===== src/rtl/tcp_rx_payload_commit.sv =====
// Copies accepted TCP RX payloads from the small payload buffer into per-flow RX rings,
// advances the flow's commit pointer, frees the buffer slot and notifies the app side.
module tcp_rx_payload_commit #(
  parameter int FLOWID_W   = 3,
  parameter int MAX_FLOWS  = 8,
  parameter int RX_PTR_W   = 14,
  parameter int BUF_ADDR_W = 16,
  parameter int LEN_W      = 16,
  parameter int DATA_W     = 256,
  localparam int DATA_BYTES = DATA_W / 8,
  localparam int BYTES_W    = $clog2(DATA_BYTES) + 1
) (
  input  logic                  clk,
  input  logic                  rst,
  input  logic                  in_val,
  input  logic [FLOWID_W-1:0]   in_flowid,
  input  logic                  in_accept,
  input  logic                  in_payload_val,
  input  logic [BUF_ADDR_W-1:0] in_payload_addr,
  input  logic [LEN_W-1:0]      in_payload_size,
  output logic                  in_rdy,
  output logic                  src_rd_req_val,
  output logic [BUF_ADDR_W-1:0] src_rd_req_addr,
  input  logic                  src_rd_req_rdy,
  input  logic                  src_rd_resp_val,
  input  logic [DATA_W-1:0]     src_rd_resp_data,
  output logic                  src_rd_resp_rdy,
  output logic                  dst_wr_req_val,
  output logic [FLOWID_W-1:0]   dst_wr_req_flowid,
  output logic [RX_PTR_W-1:0]   dst_wr_req_addr,
  output logic [DATA_W-1:0]     dst_wr_req_data,
  output logic [BYTES_W-1:0]    dst_wr_req_bytes,
  input  logic                  dst_wr_req_rdy,
  output logic                  free_req_val,
  output logic [BUF_ADDR_W-1:0] free_req_addr,
  output logic [LEN_W-1:0]      free_req_size,
  input  logic                  free_req_rdy,
  output logic                  commit_notif_val,
  output logic [FLOWID_W-1:0]   commit_notif_flowid,
  output logic [RX_PTR_W:0]     commit_notif_tail,
  input  logic                  commit_notif_rdy
);

  // Handshake rule on every port: a transfer happens on a rising edge where val && rdy;
  // a val asserted here stays asserted with stable payload until it is taken, and no val
  // is derived from its own rdy.
  typedef enum logic [2:0] {IDLE, RD_REQ, RD_RESP, WR, FREE, NOTIF} state_t;

  state_t                state_q;
  logic                  run_q;
  logic                  commit_q;
  logic [FLOWID_W-1:0]   flowid_q;
  logic [BUF_ADDR_W-1:0] addr_q;
  logic [LEN_W-1:0]      size_q;
  logic [BUF_ADDR_W-1:0] src_addr_q;
  logic [LEN_W-1:0]      remaining_q;
  logic [DATA_W-1:0]     data_q;
  logic [RX_PTR_W:0]     ptr_q [MAX_FLOWS];
  logic [BYTES_W-1:0]    chunk;

  always_comb begin
    chunk = BYTES_W'(DATA_BYTES);
    if (remaining_q < LEN_W'(DATA_BYTES)) chunk = remaining_q[BYTES_W-1:0];
  end

  // run_q keeps in_rdy low while reset is held and releases it on the first clock after.
  assign in_rdy              = run_q && (state_q == IDLE);
  assign src_rd_req_val      = (state_q == RD_REQ);
  assign src_rd_req_addr     = src_addr_q;
  assign src_rd_resp_rdy     = (state_q == RD_RESP);
  assign dst_wr_req_val      = (state_q == WR);
  assign dst_wr_req_flowid   = flowid_q;
  assign dst_wr_req_addr     = ptr_q[flowid_q][RX_PTR_W-1:0];
  assign dst_wr_req_data     = data_q;
  assign dst_wr_req_bytes    = chunk;
  assign free_req_val        = (state_q == FREE);
  assign free_req_addr       = addr_q;
  assign free_req_size       = size_q;
  assign commit_notif_val    = (state_q == NOTIF);
  assign commit_notif_flowid = flowid_q;
  assign commit_notif_tail   = ptr_q[flowid_q];

  always_ff @(posedge clk or negedge rst) begin
    if (!rst) begin
      state_q     <= IDLE;
      run_q       <= 1'b0;
      commit_q    <= 1'b0;
      flowid_q    <= '0;
      addr_q      <= '0;
      size_q      <= '0;
      src_addr_q  <= '0;
      remaining_q <= '0;
      data_q      <= '0;
      for (int i = 0; i < MAX_FLOWS; i++) ptr_q[i] <= '0;
    end else begin
      run_q <= 1'b1;
      case (state_q)
        IDLE: begin
          if (in_rdy && in_val) begin
            flowid_q    <= in_flowid;
            addr_q      <= in_payload_addr;
            size_q      <= in_payload_size;
            src_addr_q  <= in_payload_addr;
            remaining_q <= in_payload_size;
            if (in_accept && in_payload_val && (in_payload_size != '0)) begin
              commit_q <= 1'b1;
              state_q  <= RD_REQ;
            end else if (in_payload_val) begin
              commit_q <= 1'b0;
              state_q  <= FREE;
            end
          end
        end
        RD_REQ: if (src_rd_req_rdy) state_q <= RD_RESP;
        RD_RESP: begin
          if (src_rd_resp_val) begin
            data_q  <= src_rd_resp_data;
            state_q <= WR;
          end
        end
        WR: begin
          if (dst_wr_req_rdy) begin
            // Pointer wraps modulo 2**(RX_PTR_W+1); the top bit is the ring wrap flag.
            ptr_q[flowid_q] <= ptr_q[flowid_q] + (RX_PTR_W+1)'(chunk);
            remaining_q     <= remaining_q - LEN_W'(chunk);
            src_addr_q      <= src_addr_q + BUF_ADDR_W'(DATA_BYTES);
            state_q         <= (remaining_q == LEN_W'(chunk)) ? FREE : RD_REQ;
          end
        end
        FREE:    if (free_req_rdy) state_q <= commit_q ? NOTIF : IDLE;
        NOTIF:   if (commit_notif_rdy) state_q <= IDLE;
        default: state_q <= IDLE;
      endcase
    end
  end

endmodule

===== config.mk =====
export PLATFORM = sky130hd
export DESIGN_NAME = tcp_rx_payload_commit
export DESIGN_NICKNAME = d
export VERILOG_FILES = /design/src/rtl/tcp_rx_payload_commit.sv
export SDC_FILE = /design/constraint.sdc
export NUM_CORES = 1
export LEC_CHECK = 0
export ABC_AREA = 0
export BUFFER_PORTS_ARGS = -buffer_cell sky130_fd_sc_hd__buf_2
export CORE_AREA = 5 5 251 253
export DETAILED_ROUTE_END_ITERATION = 12
export DIE_AREA = 0 0 256 258
export PLACE_DENSITY = 0.57
export SETUP_SLACK_MARGIN = 0.5
export SLEW_MARGIN = 25
export SYNTH_ARGS = -nofsm -noshare
export SYNTH_HDL_FRONTEND = slang
export SYNTH_SLANG_ARGS = --single-unit

===== constraint.sdc =====
create_clock -name clk -period 7.8 [get_ports clk]
set_input_delay 1.56 -clock clk [delete_from_list [all_inputs] [get_ports clk]]
set_output_delay 1.56 -clock clk [all_outputs]
set_load 0.01 [all_outputs]

# Word level (Yosys, flattened, before mapping)
# Cells that the tools add are included.
totals:
  ff_bits: 448
  output_inout_bits: 351
  word_cells: 78
op_classes:
  eq_ne: 13
  bitwise: 1
  n_addsub: 3
  magnitude_cmp: 3
  mux: 26
  n_reduce_logical: 15
op_table:
  columns: ["operator", "n"]
  rows:
  - ["$bwmux W120", 1]
  - ["$mux W16", 4]
  - ["$pmux W16 S2", 2]
  - ["$bmux W15 S3", 1]
  - ["$demux W15 S3", 1]
  - ["$mux W15", 3]
  - ["$mux W3", 10]
  - ["$pmux W3 S6", 1]
  - ["$add A16 B6 Y16 const B", 1]
  - ["$eq A16 B6 Y1", 1]
  - ["$lt A16 B6 Y1 const B", 1]
  - ["$reduce_bool A16 Y1", 1]
  - ["$sub A16 B6 Y16", 1]
  - ["$add A15 B6 Y15", 1]
  - ["$ne A2 B1 Y1 const B", 5]
  - ["$reduce_and A7 Y1", 1]
  - ["$eq A3 B2 Y1 const B", 2]
  - ["$eq A3 B3 Y1 const B", 2]
  - ["$mux W6", 1]
  - ["$reduce_and A2 Y1", 3]
  - ["$reduce_and A3 Y1", 2]
  - ["$logic_and A1 B1 Y1", 5]
  - ["$ge A4 B4 Y1 const B", 1]
  - ["$lt A4 B1 Y1 const B", 1]
  - ["other kinds (7)", 9]

# Longest topological paths before layout
logic_depth:
  depth_word: 6
  mapped_depth: 19
  depth_no_buf: 12

# Least setup slack after synthesis
# Ideal clock, no wire load.
synth_path:
  path_kind: "register to register"
  from: "register flowid_q[0] (netlist: commit_notif_flowid[0])"
  to: "register ptr_q[100] in the netlist's numbering"
  t_arrival_ns: 4.011
  path_slack_ns: 3.649
  path_stages_with_launch: 15
  path_buffers: 4
  setup_time_ns: 0.140
  period_less_slack_ns: 4.151
  path_cell_list: "dfrtp_1 > buf_2 > buf_6 > buf_2 > clkbuf_1 > mux4_2 > mux2_2 > ha_1 > fa_1 > a211oi_1 > nor2_1 > o31ai_1 > a2111oi_2 > xnor2_1 > o21ai_0"
synth_between:
  elab_chain_cells: 6
  word_cells_on_any_way: 11
  classes_between: "1 x add/sub; 2 x order compare; 6 x mux; 1 x bitwise; 1 x reduce/logical"
synth_lines:
  columns: ["item", "line_no", "text"]
  rows:
  - ["start: declaration", "52", "logic [FLOWID_W-1:0] flowid_q;"]
  - ["start signal: assignment", "100", "flowid_q <= in_flowid;"]
  - ["$not A3 Y4", null, null]
  - ["$bmux W15 S3", null, null]
  - ["$mux W15 (2 in series)", null, null]
  - ["named net commit_notif_tail[0]", "40", "output logic [RX_PTR_W:0] commit_notif_tail,"]
  - ["$add A15 B6 Y15", "124", "ptr_q[flowid_q] <= ptr_q[flowid_q] + (RX_PTR_W+1)'(chunk);"]
  - ["$bwmux W120", "124", null]
  - ["end signal: indexed assignment", "124", null]
  - ["end: declaration", "58", "logic [RX_PTR_W:0] ptr_q [MAX_FLOWS];"]
# The timed path passes the listed nets, and every way through them passes these cells. The select of a mux whose other input is x is not followed.
# A chain may end at the register's enable or synchronous reset.

# Worst setup path after layout
layout_path:
  from: "register flowid_q[2] (netlist: commit_notif_flowid[2])"
  to: "output dst_wr_req_addr[9]"
layout_between:
  elab_chain_cells: 4
layout_lines:
  columns: ["item", "line_no", "text"]
  rows:
  - ["$not A3 Y4 (implied by the code)", "73", "assign dst_wr_req_addr = ptr_q[flowid_q][RX_PTR_W-1:0];"]
  - ["$bmux W15 S3", "73", null]
  - ["$mux W15 (2 in series)", null, null]
  - ["end: declaration", "30", "output logic [RX_PTR_W-1:0] dst_wr_req_addr,"]
# Every way passes these cells. The select of a mux whose other input is x is not followed.

==> parameters.txt <==
Parameter                              Value

Critical path
  Startpoint Class ... register
  Data arrival time of the worst path ... around 3.3 ns
  Crit end category ... output pin
  Type of the worst setup path ... reg2out
  Slowest stage delay, CP ... around 0.64 ns
  Top Family by Delay on Critical Path ... multiplexers
  Worst path bufs/invs ... 3
  Worst path slowest cell ... sky130_fd_sc_hd__dfrtp_2
  Cell Chain, Critical Path ... buf_4 -> mux2_4 -> mux4_2 -> nor3_1 -> inv_1 -> buf_2
  Crit path required time ... 6.24 ns
  Critical-path maximum fanout ... 36

Place
  Post-Place Cell Area ... 22,900 um^2
  Pre-CTS setup slack ... between 3 and 4 ns
  Half-perimeter wire length after placement ... 53.8 mm
  Gp weighted congestion ... roughly 0.89
  IO Port Bufs ... about 650
  Number of cells in the design after placement ... between 2k and 3k

Detailed routing
  Routed len/inst ... 23.5 um
  First-pass detailed-route iteration total ... 5
  Via count ... around 15k
  Via density ... 4.95
  Antenna Violating Nets Remaining ... 0
  Starting DRC count in detailed routing ... 955
  # DRC ... 0
  Total Wirelength ... 71.0 mm

Finish
  Final cell count without fillers ... 3,016
  Core occupancy in the finished layout ... 0.408
  Proportion of layout cells with a drive suffix above 1 ... 0.489
  Post-synthesis to final-layout area growth ... 30.4%
  Layout net count ... 2,469
  Final instance area ... 24,800 um^2
  Fill count ... 5,899
  Highest-count cells in the layout ignoring fill and taps ... sky130_fd_sc_hd__buf_2, sky130_fd_sc_hd__dfrtp_1, sky130_fd_sc_hd__mux2_2
  Sequential Area ... 11,200 um^2
  Most frequent standard cell in the layout excluding fill and tap cells ... sky130_fd_sc_hd__buf_2
  Total area of multi-input combinational cells ... about 7200 um^2

Logic synthesis
  Netlist cell types ... 74
  Flops & latches, synth ... about 450
  Largest cells by area after synthesis ... sky130_fd_sc_hd__dfrtp_1, sky130_fd_sc_hd__mux2_2, sky130_fd_sc_hd__nand2_1
  Post-Syn Area ... around 19,000 um^2
  Post-synth EDFFs ... 0
  Library cell occupying the most area in the post-synthesis netlist ... sky130_fd_sc_hd__dfrtp_1
  Synthesized Nets ... 1,850
  Async set-or-reset flop fraction in the synthesized netlist ... 1.00
  Avg Synthesized Cell Area ... 12.3 um^2
  Proportion of synthesized chip area in sequential cells ... 0.590
  Post-Syn Instances ... 1,540
  Area share of the largest cell type after synthesis ... 0.590
  Top FF cell, synth ... sky130_fd_sc_hd__dfrtp_1
  Warnings from Yosys ... 0

Floorplanning
  Standard-cell row count ... 91
  I/O pin cnt ... 652
  Horizontal die dimension ... between 200 and 300 um
  Area inside the core boundary ... ~61,000 um^2
  Vertical die dimension ... 258 um
  Full die area ... 66,000 um^2
  Initial Util ... 0.313

Timing
  Highest attainable clock frequency ... 206 MHz
  Tightest Pin Transition ... 1.05 ns
  Clock Skews ... 0.0129 ns
  Final period util ... 0.622
  Setup repair after global routing missed its margin ... false
  Number of max-slew violations in the final report ... 0
  Minimum period implied by the final worst setup slack ... between 4 and 5 ns
  Final WS setup ... just under 3 ns
  Number of hold-slack violations in the final timing report ... 0
  Max_slew headroom ... 0.298
  Worst hold slack after final layout ... about 0.47 ns
  Final-report setup violation count ... 0
  Accumulated negative setup slack ... 0 ns

Min path
  Hold/Removal Path Class ... reg2reg

Clock tree
  Cell chosen for the clock root ... sky130_fd_sc_hd__clkbuf_16
  Clock sink count ... around 450
  Post-cts resize count ... 0
  TritonCTS clock tree ... built
  Max Buffers Root-to-Sink ... 3
  Register clock-pin slew on the reported worst setup and hold paths ... 0.06 ns
  Setup repair bufs after CTS ... 0
  Deepest level of the CTS H-tree ... 2
  Clock latency reported for the late side of the worst-skew pair ... 0.59 ns
  Hold bufs inserted after CTS ... 0
  Total clock buffers created by CTS ... 51

Run
  Number of max-cap violations ... 0

Global routing
  First-pass GRT wire length ... 104 mm
  Number of global-route vias before repair ... between 15k and 20k
  Pin count of the biggest net entering global routing ... about 160
  Number of antenna violations at the first check in global routing ... 56
  Leftover overflow at the end of global routing ... 0
  Total GRT Usage ... 0.207

Pwr
  Power density of the placed cells ... ~390 nW/um^2
  Total power of the final layout ... ~10 mW
  LEAKAGE ... ~12 nW
  Maximum resistive drop on vdd ... ~0.23 mV

Status
  Run status ... completed
## state kept, by name, summed over array words and instances, names as in the netlist
| signal | cells |
|---|---|
| remaining_q | 16 |
| commit_q | 1 |
| state_q | 3 |
| free_req_size | 16 |
| run_q | 1 |
| commit_notif_flowid | 3 |
| dst_wr_req_data | 256 |
| ptr_q | 120 |
| src_rd_req_addr | 16 |
| free_req_addr | 16 |
## cell families (layout without fill, tap and decap cells)
logic type	after synthesis	after routing	share of synthesized area
AND/OR/NAND/NOR	400	400	0.0920
multiplexers	319	319	0.197
other	2	31	0.000395
XOR/XNOR	11	11	0.00546
adder cells (fa/ha/maj)	9	9	0.00632
buffers and inverters	117	774	0.0304
flip-flops	448	448	0.590
AO/OA/AOI/OAI	234	234	0.0785
## worst register-to-register path: stages (launching register included)
cell,delay (ns)
sky130_fd_sc_hd__dfrtp_2,0.64
sky130_fd_sc_hd__buf_4,0.54
sky130_fd_sc_hd__inv_1,0.28
sky130_fd_sc_hd__nor2_1,0.32
sky130_fd_sc_hd__a22oi_1,0.15
sky130_fd_sc_hd__a21oi_1,0.18
sky130_fd_sc_hd__a21oi_1,0.12
sky130_fd_sc_hd__fa_1,0.49
sky130_fd_sc_hd__a211oi_1,0.26
sky130_fd_sc_hd__nor2_1,0.10
sky130_fd_sc_hd__o31ai_1,0.52
sky130_fd_sc_hd__a2111oi_2,0.13
sky130_fd_sc_hd__xnor2_1,0.46
sky130_fd_sc_hd__o21ai_0,0.19
## synth_stat cells (7+ instances only)
master,instances
sky130_fd_sc_hd__buf_4,17
sky130_fd_sc_hd__nor4_1,7
sky130_fd_sc_hd__nand3_1,29
sky130_fd_sc_hd__o21ai_1,11
sky130_fd_sc_hd__nand2_1,250
sky130_fd_sc_hd__or4_1,12
sky130_fd_sc_hd__nor2_1,48
sky130_fd_sc_hd__clkbuf_1,71
sky130_fd_sc_hd__mux2_2,286
sky130_fd_sc_hd__mux4_2,11
sky130_fd_sc_hd__mux2i_1,14
sky130_fd_sc_hd__nand2b_1,7
sky130_fd_sc_hd__o21ai_0,113
sky130_fd_sc_hd__a21oi_1,31
sky130_fd_sc_hd__ha_1,8
sky130_fd_sc_hd__o31ai_1,13
sky130_fd_sc_hd__inv_1,11
sky130_fd_sc_hd__and3_1,10
sky130_fd_sc_hd__dfrtp_1,448
## final cells by class
| cell class | instances | area share |
|---|---|---|
| antenna | 29 | 0.00293 |
| clock buffer | 75 | 0.0620 |
| clock inverter | 16 | 0.00903 |
| inverter | 13 | 0.00197 |
| multi-input combinational | 975 | 0.292 |
| sequential | 448 | 0.452 |
| tap | 790 | 0.0399 |
| timing repair buffer | 670 | 0.140 |
## path summary, 6_finish.rpt
| kind | slack [ns] | cells past startpoint | to | startpoint |
|---|---|---|---|---|
| min in group asynchronous | 0.87 | 1 | free_req_addr[7] | rst |
| min | 0.47 | 2 | ptr_q[102] | ptr_q[102] |
| max reg2reg | 3.27 | 13 | ptr_q[100] | commit_notif_flowid[2] |
| max in group asynchronous | 5.45 | 3 | dst_wr_req_data[204] | rst |
| min reg2reg | 0.47 | 2 | ptr_q[102] | ptr_q[102] |
| max | 2.95 | 6 | dst_wr_req_addr[9] | commit_notif_flowid[2] |
## report_power, final
group	internal (mW)	switching [mW]	total, mW
logic	1.53	1.94	3.47
registers	3.20	0.556	3.75
clock network	1.52	0.994	2.52
total	6.25	3.49	9.74
## per-layer routing
metal	vias up	track usage	share of wire
li1	6699	-	-
met2	640	0.338	0.48
met1	7397	0.232	0.36
met4	10	0.0972	0.045
met3	171	0.0962	0.12
met5	-	0	0.00085
No activity file was read; power rests on OpenSTA's default activity.
